<file path="config.mk">
export PLATFORM = sky130hd
export DESIGN_NAME = disk_dma_ctrl
export DESIGN_NICKNAME = d
export VERILOG_FILES = /design/src/rtl/disk_dma_pkg.sv /design/src/rtl/dma_range_check.sv /design/src/rtl/disk_dma_ctrl.sv
export SDC_FILE = /design/constraint.sdc
export NUM_CORES = 1
export LEC_CHECK = 0
export ABC_CLOCK_PERIOD_IN_PS = 13710
export BUFFER_PORTS_ARGS = -buffer_cell sky130_fd_sc_hd__buf_4
export CORE_ASPECT_RATIO = 0.8
export CORE_MARGIN = 2
export CORE_UTILIZATION = 45
export DETAILED_ROUTE_END_ITERATION = 8
export PLACE_DENSITY_LB_ADDON = 0.15
export SETUP_SLACK_MARGIN = 0.4
export SYNTH_ARGS = -nofsm -noshare
export SYNTH_HDL_FRONTEND = slang
export SYNTH_SLANG_ARGS = --single-unit
</file>
<file path="constraint.sdc">
create_clock -name clk -period 13.71 [get_ports clk]
set_clock_uncertainty 0.2 [all_clocks]
set_input_delay 2.742 -clock clk [delete_from_list [all_inputs] [get_ports clk]]
set_output_delay 2.742 -clock clk [all_outputs]
set_load 0.05 [all_outputs]
</file>
<file path="src/rtl/disk_dma_pkg.sv">
// disk_dma_pkg: state encoding, transfer direction codes and default device sizes
// shared by disk_dma_ctrl and its helpers.
package disk_dma_pkg;

  typedef enum logic [2:0] {
    StIdle  = 3'd0,
    StCheck = 3'd1,
    StRead  = 3'd2,
    StWrite = 3'd3,
    StDone  = 3'd4
  } dma_state_e;

  localparam logic DIR_DISK2MEM = 1'b0;
  localparam logic DIR_MEM2DISK = 1'b1;

  localparam int unsigned DISK_SIZE_DEFAULT = 150;
  localparam int unsigned MEM_SIZE_DEFAULT  = 256;

endpackage

</file>
<file path="src/rtl/dma_range_check.sv">
// dma_range_check: reports whether the word window [base, base+length) fits inside a
// device of size words; the sum is formed in 33 bits so it cannot wrap.
module dma_range_check (
  input  logic [31:0] base,
  input  logic [31:0] length,
  input  logic [31:0] size,
  output logic        ok
);

  logic [32:0] end_excl;

  assign end_excl = {1'b0, base} + {1'b0, length};
  assign ok       = (end_excl <= {1'b0, size});

endmodule

</file>
<file path="src/rtl/disk_dma_ctrl.sv">
// disk_dma_ctrl: word-serial DMA between disk and memory, two cycles per word.
// Define DISK_DMA_CHECKSUM_EN to add a running checksum output of the words written.
module disk_dma_ctrl
  import disk_dma_pkg::*;
#(
  parameter int unsigned DISK_SIZE = DISK_SIZE_DEFAULT,
  parameter int unsigned MEM_SIZE  = MEM_SIZE_DEFAULT,
  parameter int unsigned DATA_W    = 32
) (
  input  logic              clk,
  input  logic              reset,
  input  logic              start,
  input  logic              dir,
  input  logic [31:0]       src_base,
  input  logic [31:0]       dst_base,
  input  logic [31:0]       length,
  output logic              busy,
  output logic              done,
  output logic              err,
  output logic [31:0]       count,
`ifdef DISK_DMA_CHECKSUM_EN
  output logic [DATA_W-1:0] checksum,
`endif
  output logic [31:0]       disk_addr,
  output logic              disk_we,
  output logic [DATA_W-1:0] disk_wdata,
  input  logic [DATA_W-1:0] disk_rdata,
  output logic [31:0]       mem_addr,
  output logic              mem_we,
  output logic [DATA_W-1:0] mem_wdata,
  input  logic [DATA_W-1:0] mem_rdata
);

  dma_state_e        state_q, state_d;
  logic              dir_q, dir_d;
  logic [31:0]       src_q, src_d, dst_q, dst_d, len_q, len_d;
  logic [31:0]       count_q, count_d;
  logic              err_q, err_d;
  logic [31:0]       disk_addr_q, disk_addr_d, mem_addr_q, mem_addr_d;
  logic              disk_we_q, disk_we_d, mem_we_q, mem_we_d;
  logic [DATA_W-1:0] disk_wdata_q, disk_wdata_d, mem_wdata_q, mem_wdata_d;

  logic [31:0]       src_size, dst_size;
  logic              src_ok, dst_ok;
  logic [DATA_W-1:0] src_rdata;

  assign src_size  = (dir_q == DIR_DISK2MEM) ? 32'(DISK_SIZE) : 32'(MEM_SIZE);
  assign dst_size  = (dir_q == DIR_DISK2MEM) ? 32'(MEM_SIZE) : 32'(DISK_SIZE);
  assign src_rdata = (dir_q == DIR_MEM2DISK) ? mem_rdata : disk_rdata;

  dma_range_check u_src_check (
    .base   (src_q),
    .length (len_q),
    .size   (src_size),
    .ok     (src_ok)
  );

  dma_range_check u_dst_check (
    .base   (dst_q),
    .length (len_q),
    .size   (dst_size),
    .ok     (dst_ok)
  );

  always_comb begin
    state_d      = state_q;
    dir_d        = dir_q;
    src_d        = src_q;
    dst_d        = dst_q;
    len_d        = len_q;
    count_d      = count_q;
    err_d        = err_q;
    disk_addr_d  = disk_addr_q;
    disk_wdata_d = disk_wdata_q;
    mem_addr_d   = mem_addr_q;
    mem_wdata_d  = mem_wdata_q;
    disk_we_d    = 1'b0;
    mem_we_d     = 1'b0;

    case (state_q)
      StIdle: begin
        if (start) begin
          dir_d   = dir;
          src_d   = src_base;
          dst_d   = dst_base;
          len_d   = length;
          count_d = '0;
          err_d   = 1'b0;
          state_d = StCheck;
        end
      end
      StCheck: begin
        if (!src_ok || !dst_ok || (len_q > DISK_SIZE)) begin
          err_d   = 1'b1;
          state_d = StDone;
        end else if (len_q == '0) begin
          state_d = StDone;
        end else begin
          state_d = StRead;
          if (dir_q == DIR_DISK2MEM) disk_addr_d = src_q;
          else                       mem_addr_d  = src_q;
        end
      end
      // Source data lands at the edge leaving READ and becomes the write data.
      StRead: begin
        state_d = StWrite;
        if (dir_q == DIR_DISK2MEM) begin
          mem_addr_d  = dst_q + count_q;
          mem_wdata_d = src_rdata;
          mem_we_d    = 1'b1;
        end else begin
          disk_addr_d  = dst_q + count_q;
          disk_wdata_d = src_rdata;
          disk_we_d    = 1'b1;
        end
      end
      StWrite: begin
        count_d = count_q + 32'd1;
        if (count_d == len_q) begin
          state_d = StDone;
        end else begin
          state_d = StRead;
          if (dir_q == DIR_DISK2MEM) disk_addr_d = src_q + count_d;
          else                       mem_addr_d  = src_q + count_d;
        end
      end
      StDone:  state_d = StIdle;
      default: state_d = StIdle;
    endcase
  end

  always_ff @(posedge clk) begin
    if (reset) begin
      state_q      <= StIdle;
      dir_q        <= DIR_DISK2MEM;
      src_q        <= '0;
      dst_q        <= '0;
      len_q        <= '0;
      count_q      <= '0;
      err_q        <= 1'b0;
      disk_addr_q  <= '0;
      disk_we_q    <= 1'b0;
      disk_wdata_q <= '0;
      mem_addr_q   <= '0;
      mem_we_q     <= 1'b0;
      mem_wdata_q  <= '0;
    end else begin
      state_q      <= state_d;
      dir_q        <= dir_d;
      src_q        <= src_d;
      dst_q        <= dst_d;
      len_q        <= len_d;
      count_q      <= count_d;
      err_q        <= err_d;
      disk_addr_q  <= disk_addr_d;
      disk_we_q    <= disk_we_d;
      disk_wdata_q <= disk_wdata_d;
      mem_addr_q   <= mem_addr_d;
      mem_we_q     <= mem_we_d;
      mem_wdata_q  <= mem_wdata_d;
    end
  end

`ifdef DISK_DMA_CHECKSUM_EN
  logic [DATA_W-1:0] checksum_q;

  always_ff @(posedge clk) begin
    if (reset) begin
      checksum_q <= '0;
    end else if ((state_q == StIdle) && start) begin
      checksum_q <= '0;
    end else if (state_q == StRead) begin
      checksum_q <= checksum_q + src_rdata;
    end
  end

  assign checksum = checksum_q;
`endif

  assign busy       = (state_q != StIdle);
  assign done       = (state_q == StDone);
  assign err        = err_q;
  assign count      = count_q;
  assign disk_addr  = disk_addr_q;
  assign disk_we    = disk_we_q;
  assign disk_wdata = disk_wdata_q;
  assign mem_addr   = mem_addr_q;
  assign mem_we     = mem_we_q;
  assign mem_wdata  = mem_wdata_q;

endmodule

</file>
==> Word-level counts from Yosys, hierarchy flattened <==
Index checks and enable logic that the tools add are counted.
{ "totals": {"output_inout_bits": 165, "reg_bits": 263, "wordCells": 86, "input_bits": 164} }
{ "op_classes": {"n_addsub": 5, "muxes": 29, "n_eq_ne": 16, "bitwise_logic": 2, "reduce_logical": 18, "order_cmp": 3} }
{ "ops": {"columns": ["cell", "count"], "rows": [
  ["32-bit 2-to-1 mux", 14],
  ["32-bit one-hot mux with 3 select lines", 2],
  ["32-bit by 32-bit adder with 33-bit output", 2],
  ["33-bit by 9-bit less-or-equal comparator with 1-bit output", 2],
  ["32-bit adder", 2],
  ["32-bit one-hot mux with 2 select lines", 1],
  ["32-bit by 1-bit adder with 32-bit output, second input constant", 1],
  ["32-bit equality test", 1],
  ["32-bit by 8-bit greater-than comparator with 1-bit output, second input constant", 1],
  ["32-bit logical NOT", 1],
  ["2-bit inequality test, second input constant", 11],
  ["9-bit 2-to-1 mux", 2],
  ["7-bit AND reduction", 2],
  ["3-bit 2-to-1 mux", 4],
  ["3-bit one-hot mux with 4 select lines", 1],
  ["2-bit AND reduction", 4],
  ["3-bit by 2-bit equality test with 1-bit output, second input constant", 2],
  ["3-bit nonzero test", 2],
  ["1-bit 2-to-1 mux", 4],
  ["2-bit nonzero test", 2],
  ["3-bit by 1-bit equality test with 1-bit output, second input constant", 1],
  ["3-bit equality test, second input constant", 1],
  ["3-bit logical NOT", 1],
  ["3-bit AND reduction", 1],
  ["5 further kinds", 8]
]} }

==> Depth between registers and ports, before layout <==
{ "logic_depth": {"depth_word": 7, "mapped_depth": 23, "ltp_nobuf": 21} }

==> Hierarchy <==
Synthesis repeated with hierarchy kept, for this count alone.
{ "hier_totals": {"cells_unflattened": 2682, "area_unflattened_um2": 20176.9} }
{ "modules_own_cells": {"columns": ["module", "seq_area_each_um2", "n_inst", "area_per_inst_um2", "cells_each"], "rows": [
  ["disk_dma_ctrl", 5265.0, 1, 15139.5, 1981],
  ["dma_range_check at u_dst_check", 0.0, 1, 2625.0, 370],
  ["dma_range_check at u_src_check", 0.0, 1, 2412.3, 331]
]} }

==> Least setup slack after synthesis <==
Ideal clock, no wire load.
{ "synth_path": {"path_type": "register to register", "from": "reg count_q[0] (netlist: count[0])", "to": "reg disk_addr_q[31] (netlist: disk_addr[31])", "synth_period_minus_slack_ps": 5021, "path_slack_ps": 8689, "path_buffers": 1, "path_stages_with_launch": 20, "t_required_ps": 13404, "setup_time_ps": 106, "t_arrival_ps": 4715, "path_cell_list": "dfxtp_1 ha_1 nand4_1 nor4_1 and3_1 xor2_1 ha_1 clkbuf_1 a211oi_1 o21ai_0 nand4_1 o211a_1 o31a_1 a21oi_1 and3_1 o31ai_1 mux2i_1 a2111oi_0 o211ai_1 o311ai_0"} }
{ "synth_via": {"elab_chain_len": 5, "elab_cells_between_ends": 10, "cone_classes": "add/sub: 3; eq/ne: 2; mux: 4; reduce/logical: 1"} }
{ "synth_lines": {"columns": ["element", "line_no", "source"], "rows": [
  ["start, declared", "disk_dma_ctrl.sv:37", "logic [31:0] count_q, count_d;"],
  ["start signal, assigned", "disk_dma_ctrl.sv:153", "count_q <= count_d;"],
  ["32-bit by 1-bit adder with 32-bit output", "disk_dma_ctrl.sv:118", "count_d = count_q + 32'd1;"],
  ["32-bit adder", "disk_dma_ctrl.sv:123", "if (dir_q == DIR_DISK2MEM) disk_addr_d = src_q + count_d;"],
  ["32-bit 2-to-1 mux", "disk_dma_ctrl.sv:123", null],
  ["32-bit 2-to-1 mux", "disk_dma_ctrl.sv:119", "if (count_d == len_q) begin"],
  ["32-bit one-hot mux with 3 select lines", "disk_dma_ctrl.sv:80", "case (state_q)"],
  ["end signal, assigned", "disk_dma_ctrl.sv:155", "disk_addr_q <= disk_addr_d;"],
  ["end, declared", "disk_dma_ctrl.sv:39", "logic [31:0] disk_addr_q, disk_addr_d, mem_addr_q, mem_addr_d;"]
]} }
Several ways; a longest one is shown, not always the timed one. The select of a mux whose other input is x is not followed.
A chain may end at the register's enable or synchronous reset.

==> Worst setup path after layout <==
{ "layout_path": {"from": "reg len_q[0]", "to": "reg disk_addr_q[22] (netlist: disk_addr[22])"} }
{ "layout_via": {"elab_chain_len": 7, "elab_cells_between_ends": 15, "cone_classes": "add/sub: 2; order compare: 3; eq/ne: 4; reduce/logical: 6"} }
{ "layout_lines": {"columns": ["element", "line_no", "source"], "rows": [
  ["start, declared", "disk_dma_ctrl.sv:36", "logic [31:0] src_q, src_d, dst_q, dst_d, len_q, len_d;"],
  ["start signal, assigned", "disk_dma_ctrl.sv:152", "len_q <= len_d;"],
  ["32-bit by 32-bit adder with 33-bit output", "dma_range_check.sv:12", "assign end_excl = {1'b0, base} + {1'b0, length};"],
  ["33-bit by 9-bit less-or-equal comparator with 1-bit output", "dma_range_check.sv:13", "assign ok = (end_excl <= {1'b0, size});"],
  ["1-bit logical NOT", "disk_dma_ctrl.sv:93", "if (!src_ok || !dst_ok || (len_q > DISK_SIZE)) begin"],
  ["1-bit logical OR (2 in a row)", "disk_dma_ctrl.sv:93", null],
  ["2-bit inequality test (no line)", null, null],
  ["7-bit AND reduction (no line) (*)", null, null]
]} }
Mark *: on every way between the ends. The rest lies on a longest branch, timed or not.

==> results.sh <==
export IMPL_max_stage_delay_ns=0.59
export IMPL_synth_ff_latch_count=263
export IMPL_vias=19860
export IMPL_firstDrtPassIters=6
export IMPL_fillerInstances=4058
export IMPL_n_antenna_cell=0
export IMPL_cts_buffer_depth=3
export IMPL_cts_inserted_buffers=29
export IMPL_io_pins=329
export IMPL_die_height_um=187.0
export IMPL_arrival_ns=6.44
export IMPL_yosysTopAreaCell="dfxtp_1"
export IMPL_grt_max_degree=100
export IMPL_worstSkewPairLatency_ns=0.59
export IMPL_chipWidth_um=232.7
export IMPL_synthCells=2513
export IMPL_place_ws_ns=7.710
export IMPL_ys_async_sr_fraction_pct=0
export IMPL_fp_coreArea_sq_mm=0.04158
export IMPL_synth_edf_count=0
export IMPL_syn_area_sq_mm=0.01883
export IMPL_io_buffers=328
export IMPL_fin_crit_sh_pct=45.19
export IMPL_max_slew_worst_pin_slew_ns=1.322
export IMPL_setup_viol=0
export IMPL_clk_pin_slew_worst_paths_ns=0.06
export IMPL_syn_avg_cell_area_sq_um=7.493
export IMPL_syn_nets=2818
export IMPL_cp_end_kind="flip-flop"
export IMPL_grt_pass1_wl_um=108300
export IMPL_place_gp_congestion=1.008
export IMPL_drcViolationCount=0
export IMPL_yosysMostFrequentCell="nand2_1"
export IMPL_cp_start_kind="flip-flop"
export IMPL_finalMaxSlewViolations=0
export IMPL_max_freq_ghz=0.1614
export IMPL_hp_class="reg2reg"
export IMPL_vdd_drop_max_uv=75.15
export IMPL_ctsHoldBuffers=0
export IMPL_placed_cells=3272
export IMPL_hold_viol=0
export IMPL_overflow=0
export IMPL_maxSlewHeadroom_pct=11.76
export IMPL_track_usage_pct=31.86
export IMPL_cp_required_ns=13.96
export IMPL_dp_hpwl_um=56540
export IMPL_root_buffer="clkbuf_16"
export IMPL_tns_ns=0
export IMPL_routed_via_density=5.977
export IMPL_cp_cell_sequence="ha_1 -> inv_1 -> fa_1 -> nor2b_1 -> o211ai_1 -> a21boi_0 -> a21oi_1 -> xnor2_1 -> ha_1 -> nand2_1 -> o21ai_0 -> o41ai_1 -> a21oi_1 -> a21oi_1 -> o2111a_1 -> nand4_1 -> nor4_2 -> nand4_1 -> nor3_2 -> o21ai_4 -> mux2_1"
export IMPL_run_status="completed"
export IMPL_netlist_top_cells_count="483 x nand2_1, 321 x a21oi_1, 263 x dfxtp_1"
export IMPL_yosys_area_top_type_share_pct=27.96
export IMPL_grt_pass1_vias=18120
export IMPL_postCtsSetupBuffers=0
export IMPL_synth_area_top_cells="dfxtp_1 28%, nand2_1 9.6%, ha_1 9.1%, a21oi_1 8.5%, xnor2_1 4.1%"
export IMPL_maxCapViolations=0
export IMPL_yosysWarnings=0
export IMPL_stdcell_count=3322
export IMPL_crit_fanout=29
export IMPL_postCtsResizedCells=0
export IMPL_drt_wl_total_um=72220
export IMPL_postLayoutSetupSlackWorst_ns=7.515
export IMPL_final_min_clock_period_ns=6.195
export IMPL_rsz0062_at_grt="no"
export IMPL_wl_per_cell_um=21.74
export IMPL_start_util_pct=45.28
export IMPL_drt_initial_drc_count=2178
export IMPL_synthDistinctLibCells=87
export IMPL_drtAntennaViolNets=0
export IMPL_synthToLayoutAreaGrowth_pct=19.20
export IMPL_ys_seq_area_share_pct=27.96
export IMPL_cts_tree="done"
export IMPL_power_density_mw_per_mm2=86.91
export IMPL_nets=3056
export IMPL_critPathSlowestCell="nor4_2"
export IMPL_synth_main_ff_cell="dfxtp_1"
export IMPL_worst_path_most_repeated_cell="a21oi_1"
export IMPL_cts_sinks=263
export IMPL_h_tree_depth=1
export IMPL_rows=67
export IMPL_dieArea_sq_mm=0.04351
export IMPL_antenna_found_initial=1
export IMPL_criticalPathCategory="reg2reg"
export IMPL_power_leakage_nw=9.661
export IMPL_drive_gt1_share_pct=15.78
## registers in the layout, indices dropped and copies added, names as in the netlist, 3 cells and up
signal      flops
state_q         3
dst_q          32
mem_wdata      32
len_q          32
src_q          32
disk_addr      32
count          32
disk_wdata     32
mem_addr       32
## per-stage QoR
stage | hold slack, ns | utilization [%] | total power, mW | area (sq um)
2_1_floorplan | 0.2573 | - | 1.052 | 18830
3_3_place_gp | 0.2423 | 51.82 | 1.186 | 21550
3_5_place_dp | 0.2466 | 51.82 | 1.190 | 21550
4_1_cts | 0.2551 | 53.98 | 1.953 | 22450
5_1_grt | 0.2654 | 53.98 | 2.027 | 22450
6_report | 0.2526 | 53.98 | 1.951 | 22450
## kinds of logic after synthesis
| group | Yosys count | share of synthesized area [%] |
|---|---|---|
| buffers and inverters | 182 | 3.974 |
| adder cells (fa/ha/maj) | 141 | 9.529 |
| multiplexers | 71 | 4.020 |
| flip-flops | 263 | 27.96 |
| AND/OR/NAND/NOR | 972 | 23.89 |
| XOR/XNOR | 135 | 6.279 |
| AO/OA/AOI/OAI | 749 | 24.35 |
## power breakdown
part	internal [mW]	switching [mW]	leakage, nW
combinational	0.138	0.222	7.09
clock	0.432	0.334	0.433
sequential	0.784	0.0407	2.13
## layout by cell type (no fill, tap or decap), types with 46 or more instances in the layout
cell / Yosys / layout
buf_4: 4 / 339
nor2b_1: 51 / 50
nand2_1: 483 / 482
xnor2_1: 88 / 88
nor2_1: 162 / 160
ha_1: 137 / 137
inv_1: 48 / 48
a21oi_1: 321 / 321
a21o_1: 46 / 46
dfxtp_1: 263 / 262
xor2_1: 47 / 47
o21ai_0: 131 / 131
## worst max-delay path, delay by kind of cell, from the launching register on
kind	cells	cell delay, ns
buffers and inverters	1	0.06
AOI/OAI and AO/OA	9	1.94
adders and majority gates	3	0.94
and+or+nand+nor	6	1.85
xor gates and xnor gates	1	0.14
DFF	1	0.44
muxes	1	0.44
## path summary, 6_finish.rpt
path                                       to  slack [ns]     startpoint  cells after the start
worst max-delay path            disk_addr[22]        7.51       len_q[0]                     21
worst min-delay path            mem_wdata[22]        0.25  mem_wdata[22]                      2
worst max register to register  disk_addr[22]        7.51       len_q[0]                     21
worst min register to register  mem_wdata[22]        0.25  mem_wdata[22]                      2
## layout make-up
class / count / area, sq um / area share, %
sequential: 263 / 5266 / 23.46
timing repair buffer: 340 / 2559 / 11.40
clock inverter: 8 / 72.57 / 0.3233
inverter: 49 / 183.9 / 0.8194
multi-input combinational: 2068 / 12850 / 57.24
clock buffer: 42 / 824.5 / 3.674
tap: 552 / 690.7 / 3.077
## routing by layer
metal / global-route usage [%] / routed length, um / vias up
met2: 49.05 / 31710 / 840
met4: 7.545 / 1793 / 0
met1: 45.60 / 32250 / 9436
met5: 0 / 0 / -
li1: - / - / 9494
met3: 6.311 / 6465 / 87
(Power assumes the default switching activity.)
